--- config.mk ---
export PLATFORM = sky130hd
export DESIGN_NAME = pipelined_cla_adder_flat
export DESIGN_NICKNAME = d
export VERILOG_FILES = /design/src/rtl/pipelined_cla_adder_if.sv /design/src/rtl/pipelined_cla_adder.sv /design/src/flat_wrapper.sv
export SDC_FILE = /design/constraint.sdc
export NUM_CORES = 1
export LEC_CHECK = 0
export CAP_MARGIN = 5
export CORE_UTILIZATION = 45
export DETAILED_ROUTE_END_ITERATION = 8
export PLACE_DENSITY = 0.8
export SKIP_CTS_REPAIR_TIMING = 1
export SYNTH_ARGS = -nofsm -noshare
export SYNTH_HDL_FRONTEND = slang
export SYNTH_SLANG_ARGS = --single-unit
--- constraint.sdc ---
create_clock -name clk -period 6.1 [get_ports clk]
set_clock_uncertainty 0.05 [all_clocks]
set_input_delay 0.61 -clock clk [delete_from_list [all_inputs] [get_ports clk]]
set_output_delay 0.61 -clock clk [all_outputs]
set_load 0.005 [all_outputs]
--- src/rtl/pipelined_cla_adder_if.sv ---
// Operand/result handshake bundle for the pipelined add/subtract unit.
// The slave modport is the adder's view; master is the producer/consumer side.
interface pipelined_cla_adder_if #(
  parameter int W = 32
);
  logic         in_valid;
  logic         in_ready;
  logic [W-1:0] in_a;
  logic [W-1:0] in_b;
  logic         in_cin;
  logic         in_sub;
  logic         out_valid;
  logic         out_ready;
  logic [W-1:0] adder_result;
  logic         out_cout;
  logic         out_ovf;
  logic         out_zero;

  modport slave (
    input  in_valid, in_a, in_b, in_cin, in_sub, out_ready,
    output in_ready, out_valid, adder_result, out_cout, out_ovf, out_zero
  );

  modport master (
    output in_valid, in_a, in_b, in_cin, in_sub, out_ready,
    input  in_ready, out_valid, adder_result, out_cout, out_ovf, out_zero
  );
endinterface

--- src/rtl/pipelined_cla_adder.sv ---
// Add/subtract unit split into STAGES slices of W/STAGES bits, carry registered
// between slices; the whole pipe advances together under output back-pressure.
module pipelined_cla_adder #(
  parameter int W      = 32,
  parameter int STAGES = 2
) (
  input  logic                 clk,
  input  logic                 rst_n,
  pipelined_cla_adder_if.slave bus
);

  if (STAGES < 1 || STAGES > W || (W % STAGES) != 0) begin : g_bad_cfg
    $fatal(1, "pipelined_cla_adder: W must be a multiple of STAGES and 1 <= STAGES <= W");
  end

  localparam int NS = (STAGES < 1) ? 1 : STAGES;
  localparam int S  = W / NS;
  localparam int L  = NS - 1;

  logic         w_adv;
  logic [W-1:0] w_b_eff;
  logic         w_c_eff;
  logic         w_ovf_nxt;
  logic         w_zero_nxt;

  logic [NS-1:0] w_vld_in;
  logic [NS-1:0] w_cy_in;
  logic [NS-1:0] w_cy_nxt;
  logic [W-1:0]  w_a_in   [NS];
  logic [W-1:0]  w_b_in   [NS];
  logic [W-1:0]  w_res_in [NS];
  logic [W-1:0]  w_res_nxt[NS];

  logic [NS-1:0] r_vld;
  logic [NS-1:0] r_cy;
  logic [W-1:0]  r_a  [NS];
  logic [W-1:0]  r_b  [NS];
  logic [W-1:0]  r_res[NS];
  logic          r_ovf;
  logic          r_zero;

  // Subtraction is A + ~B + ~borrow, so the slices only ever add.
  assign w_b_eff = bus.in_sub ? ~bus.in_b : bus.in_b;
  assign w_c_eff = bus.in_sub ? ~bus.in_cin : bus.in_cin;

  assign w_adv        = !r_vld[L] || bus.out_ready;
  assign bus.in_ready = w_adv;

  for (genvar k = 0; k < NS; k++) begin : g_stage
    localparam logic [W-1:0] SLICE_MASK = ({W{1'b1}} >> (W - S)) << (k * S);
    logic [S:0] w_sum;

    if (k == 0) begin : g_first
      assign w_vld_in[k] = bus.in_valid;
      assign w_a_in[k]   = bus.in_a;
      assign w_b_in[k]   = w_b_eff;
      assign w_cy_in[k]  = w_c_eff;
      assign w_res_in[k] = '0;
    end else begin : g_next
      assign w_vld_in[k] = r_vld[k-1];
      assign w_a_in[k]   = r_a[k-1];
      assign w_b_in[k]   = r_b[k-1];
      assign w_cy_in[k]  = r_cy[k-1];
      assign w_res_in[k] = r_res[k-1];
    end

    assign w_sum = {1'b0, w_a_in[k][k*S +: S]} + {1'b0, w_b_in[k][k*S +: S]}
                 + {{S{1'b0}}, w_cy_in[k]};
    assign w_cy_nxt[k]  = w_sum[S];
    assign w_res_nxt[k] = (w_res_in[k] & ~SLICE_MASK) | (W'(w_sum[S-1:0]) << (k * S));
  end

  assign w_ovf_nxt  = (w_a_in[L][W-1] == w_b_in[L][W-1]) &&
                      (w_res_nxt[L][W-1] != w_a_in[L][W-1]);
  assign w_zero_nxt = (w_res_nxt[L] == '0);

  always_ff @(posedge clk or negedge rst_n) begin
    if (!rst_n) begin
      r_vld  <= '0;
      r_cy   <= '0;
      r_ovf  <= 1'b0;
      r_zero <= 1'b0;
      for (int k = 0; k < NS; k++) begin
        r_a[k]   <= '0;
        r_b[k]   <= '0;
        r_res[k] <= '0;
      end
    end else if (w_adv) begin
      for (int k = 0; k < NS; k++) begin
        r_vld[k] <= w_vld_in[k];
        r_cy[k]  <= w_cy_nxt[k];
        r_a[k]   <= w_a_in[k];
        r_b[k]   <= w_b_in[k];
        r_res[k] <= w_res_nxt[k];
      end
      r_ovf  <= w_ovf_nxt;
      r_zero <= w_zero_nxt;
    end
  end

  assign bus.out_valid    = r_vld[L];
  assign bus.adder_result = r_res[L];
  assign bus.out_cout     = r_cy[L];
  assign bus.out_ovf      = r_ovf;
  assign bus.out_zero     = r_zero;

endmodule

--- src/flat_wrapper.sv ---
// flat-port wrapper written by rule: the top's interface ports become plain ports
module pipelined_cla_adder_flat 
#(
  parameter int W      = 32,
  parameter int STAGES = 2
)
  (clk, rst_n, bus_in_valid, bus_in_a, bus_in_b, bus_in_cin, bus_in_sub, bus_out_ready, bus_in_ready, bus_out_valid, bus_adder_result, bus_out_cout, bus_out_ovf, bus_out_zero);
  pipelined_cla_adder_if #(.W(W)) bus_i ();
  input  logic clk;
  input  logic rst_n;
  input wire logic [$bits(bus_i.in_valid)-1:0] bus_in_valid;
  input wire logic [$bits(bus_i.in_a)-1:0] bus_in_a;
  input wire logic [$bits(bus_i.in_b)-1:0] bus_in_b;
  input wire logic [$bits(bus_i.in_cin)-1:0] bus_in_cin;
  input wire logic [$bits(bus_i.in_sub)-1:0] bus_in_sub;
  input wire logic [$bits(bus_i.out_ready)-1:0] bus_out_ready;
  output wire logic [$bits(bus_i.in_ready)-1:0] bus_in_ready;
  output wire logic [$bits(bus_i.out_valid)-1:0] bus_out_valid;
  output wire logic [$bits(bus_i.adder_result)-1:0] bus_adder_result;
  output wire logic [$bits(bus_i.out_cout)-1:0] bus_out_cout;
  output wire logic [$bits(bus_i.out_ovf)-1:0] bus_out_ovf;
  output wire logic [$bits(bus_i.out_zero)-1:0] bus_out_zero;
  assign bus_i.in_valid = bus_in_valid;
  assign bus_i.in_a = bus_in_a;
  assign bus_i.in_b = bus_in_b;
  assign bus_i.in_cin = bus_in_cin;
  assign bus_i.in_sub = bus_in_sub;
  assign bus_i.out_ready = bus_out_ready;
  assign bus_in_ready = bus_i.in_ready;
  assign bus_out_valid = bus_i.out_valid;
  assign bus_adder_result = bus_i.adder_result;
  assign bus_out_cout = bus_i.out_cout;
  assign bus_out_ovf = bus_i.out_ovf;
  assign bus_out_zero = bus_i.out_zero;
  pipelined_cla_adder #(.W(W), .STAGES(STAGES)) u_core (.clk(clk), .rst_n(rst_n), .bus(bus_i));
endmodule
==> metrics.txt <==
result of the run=completed; post-layout min period=3.777 ns; worst-case clock buffer depth=2; combined area of all synthesized cells=5152 um^2; non-filler cells in the finished layout=795; sequential element share of the synthesized area=0.4177; proportion of synthesized flip-flops having asynchronous set or reset=1.000; Total Nets Final=754; Num CTS Buffers=9; Detailed Place HPWL=8630 um; slew at the pin closest to its max-slew limit=0.9904 ns; drt initial violations=225; area leader, netlist=sky130_fd_sc_hd__dfrtp_1; count of unresolved DRC violations after routing=0; PwrDens=348.3 nW/um^2; pin count of the biggest net entering global routing=96; wire length after detailed routing=11750 um; Slew Limit Fails=0; post-synth cell types=51; Largest stage delay, worst path=0.74 ns; initial core utilization=0.4691; TritonCTS clock tree=done; cell types occupying the most area after synthesis=sky130_fd_sc_hd__dfrtp_1 (42%), sky130_fd_sc_hd__nand2_1 (13%), sky130_fd_sc_hd__ha_1 (7.3%); Worst path slowest cell=sky130_fd_sc_hd__buf_2; met1 demand-to-capacity share in global routing=0.2925; list of most frequent post-synthesis cells=sky130_fd_sc_hd__nand2_1 (172), sky130_fd_sc_hd__dfrtp_1 (86), sky130_fd_sc_hd__buf_4 (33); core area=10980 um^2; FF+latch count, synth=86; total number of vias=4223; worst skew pair latency=0.34 ns; reported max-cap violation count=0; number of diodes added for antenna fixing=0; maximum ir drop on the vdd rail=153.4 uV; number of placement rows=38; met2 track utilization from global routing=0.3423; global-route wire length before repair=19460 um; number of antenna-violating nets in the routed design=0; cell leakage power=2.901 nW; growth of design area from synthesis to finish=23.56%; io pins=107; clock sinks=86; part of the cycle the worst path needs=0.6192; die outline height=109.0 um; category of the critical setup timing path=primary input to flop; Hold Path Class=primary input to async pin; count of flip-flops with a built-in enable after synthesis=0; clock root cell=sky130_fd_sc_hd__clkbuf_16; Crit path buffers/inverters=1; count of endpoints failing hold in the final timing report=0; most instantiated library cell after synthesis=sky130_fd_sc_hd__nand2_1; number of nets produced by synthesis=689; layout cells sized above 1=0.04580; top fanout value on the critical path=33; setup repair after global routing missed its margin=no; via count of the first global-routing pass=4103; chain of cells forming the critical path=buf_2, xor2_1, fa_1, fa_1, a21o_1, a21oi_1, o211a_1, o31ai_1, o2111a_1, o21a_1, o31ai_1; Final GP Congestion=0.8902; setup total negative slack=0 ns; Post-Synthesis Cells=585; clock-pin slew on the worst setup and hold paths=0.06 ns; area share of the leading cell type in the synthesized netlist=0.4177; number of placed instances, taps included=779; highest achievable clock rate=264.7 MHz; met3 global-route usage=0.03288; final cell area excluding filler cells=6366 um^2; ys flop type=sky130_fd_sc_hd__dfrtp_1; count of yosys warnings during synthesis=0; average wire per cell in the routed design=14.78 um; number of antenna violations at the first check in global routing=0; Data arrival, critical path=3.97 ns; Critical Path End Type=flop; total overflow reported by the global router=0; IO buf count=106; startpoint kind of the worst setup timing path=primary input; gr busiest metal=met2; total iterations of the first detailed-routing run=5; H-Tree Depth=3; required time at the worst-slack endpoint=6.30 ns; DP Area=6081 um^2; count of final setup violators=0; Die Area=11880 um^2; internal reg-to-reg setup slack=2.77 ns; relative slew slack=0.3397; kind of cell adding the most delay to the critical path=compound AO/OA/AOI/OAI gates; die width=109.0 um; Via-to-Cell Ratio=5.312; average instance area after synthesis=8.808 um^2; combined global-route utilization of all metal layers=0.2149
==> final cells by class <==
cell class,count,area [um^2]
fillers,985,4617
multi-input cells,437,2651
flip-flops and latches,86,2152
repair buffers,109,1076
clock buffers,11,252.7
well taps,140,175.2
clock inverters,5,32.53
inverters,7,26.28
==> final timing paths <==
kind                                        startpoint                          end  cells after the start
max in group asynchronous                        rst_n   u_core.bus.adder_result[8]                      2
hold reg to reg            u_core.bus.adder_result[26]  u_core.bus.adder_result[26]                      2
setup / recovery                            bus_in_sub             u_core.r_res[46]                     11
setup reg to reg                        u_core.r_b[48]          u_core.bus.out_zero                      8
min in group clk           u_core.bus.adder_result[26]  u_core.bus.adder_result[26]                      2
hold / removal                                   rst_n               u_core.r_a[52]                      1
==> cell usage in the layout (no fill, tap or decap), drive strengths merged, types with 3 or more instances in the layout <==
| master | Yosys | routed |
|---|---|---|
| a211o | 3 | 3 |
| a211oi | 5 | 5 |
| a21o | 11 | 11 |
| a21oi | 28 | 28 |
| a31oi | 3 | 3 |
| buf | 35 | 5 |
| clkbuf | 20 | 11 |
| clkdlybuf4s50 | 0 | 104 |
| clkinv | 0 | 4 |
| dfrtp | 86 | 86 |
| fa | 4 | 4 |
| ha | 30 | 30 |
| inv | 7 | 8 |
| nand2 | 172 | 172 |
| nand2b | 3 | 3 |
| nand3 | 5 | 5 |
| nor2 | 29 | 29 |
| nor2b | 3 | 3 |
| nor3 | 7 | 7 |
| nor4 | 6 | 6 |
| o2111ai | 3 | 3 |
| o211ai | 4 | 4 |
| o21a | 5 | 5 |
| o21ai | 31 | 31 |
| o21bai | 3 | 3 |
| o31ai | 4 | 4 |
| or3 | 3 | 3 |
| xnor2 | 28 | 28 |
| xor2 | 26 | 26 |
==> per-layer routing <==
metal,routed length (um),share of wire,up-vias
met5,0,0,-
met1,5437,0.46,2013
li1,-,-,2070
met3,478,0.041,14
met2,5626,0.48,126
met4,211,0.018,0
==> registers in the layout (all words and copies together) (netlist names) <==
register                 count
u_core.bus.adder_result     32
u_core.bus.out_ovf           1
u_core.bus.out_zero          1
u_core.r_a                  16
u_core.r_b                  16
u_core.r_cy                  2
u_core.r_res                16
u_core.r_vld                 2
==> where the power goes <==
group          internal [mW]  switching, mW  leakage [nW]
Combinational          0.437          0.413          1.73
Clock                  0.298          0.226         0.146
Sequential             0.733          0.110          1.02
==> stage by stage <==
step                hold WS, ns  utilization  worst slack (ns)  total power, mW
floorplan                0.2644            -             2.360            1.428
global placement         0.3936       0.5537             2.096            1.662
detailed placement       0.4090       0.5537             2.011            1.697
CTS                      0.1396       0.5796             2.354            2.227
global route             0.1497       0.5796             2.136            2.373
finish                   0.1330       0.5796             2.323            2.217
==> cells by family (layout without fill, tap and decap cells) <==
family | after synthesis | after routing | share of synthesized area
muxes | 1 | 1 | 0.002185
AOI/OAI and AO/OA | 111 | 111 | 0.1421
xor gates and xnor gates | 54 | 54 | 0.09179
DFF | 86 | 86 | 0.4177
buffers and inverters | 62 | 132 | 0.06921
adders and majority gates | 34 | 34 | 0.08839
and+or+nand+nor | 237 | 237 | 0.1887
(Power assumes the default switching activity.)
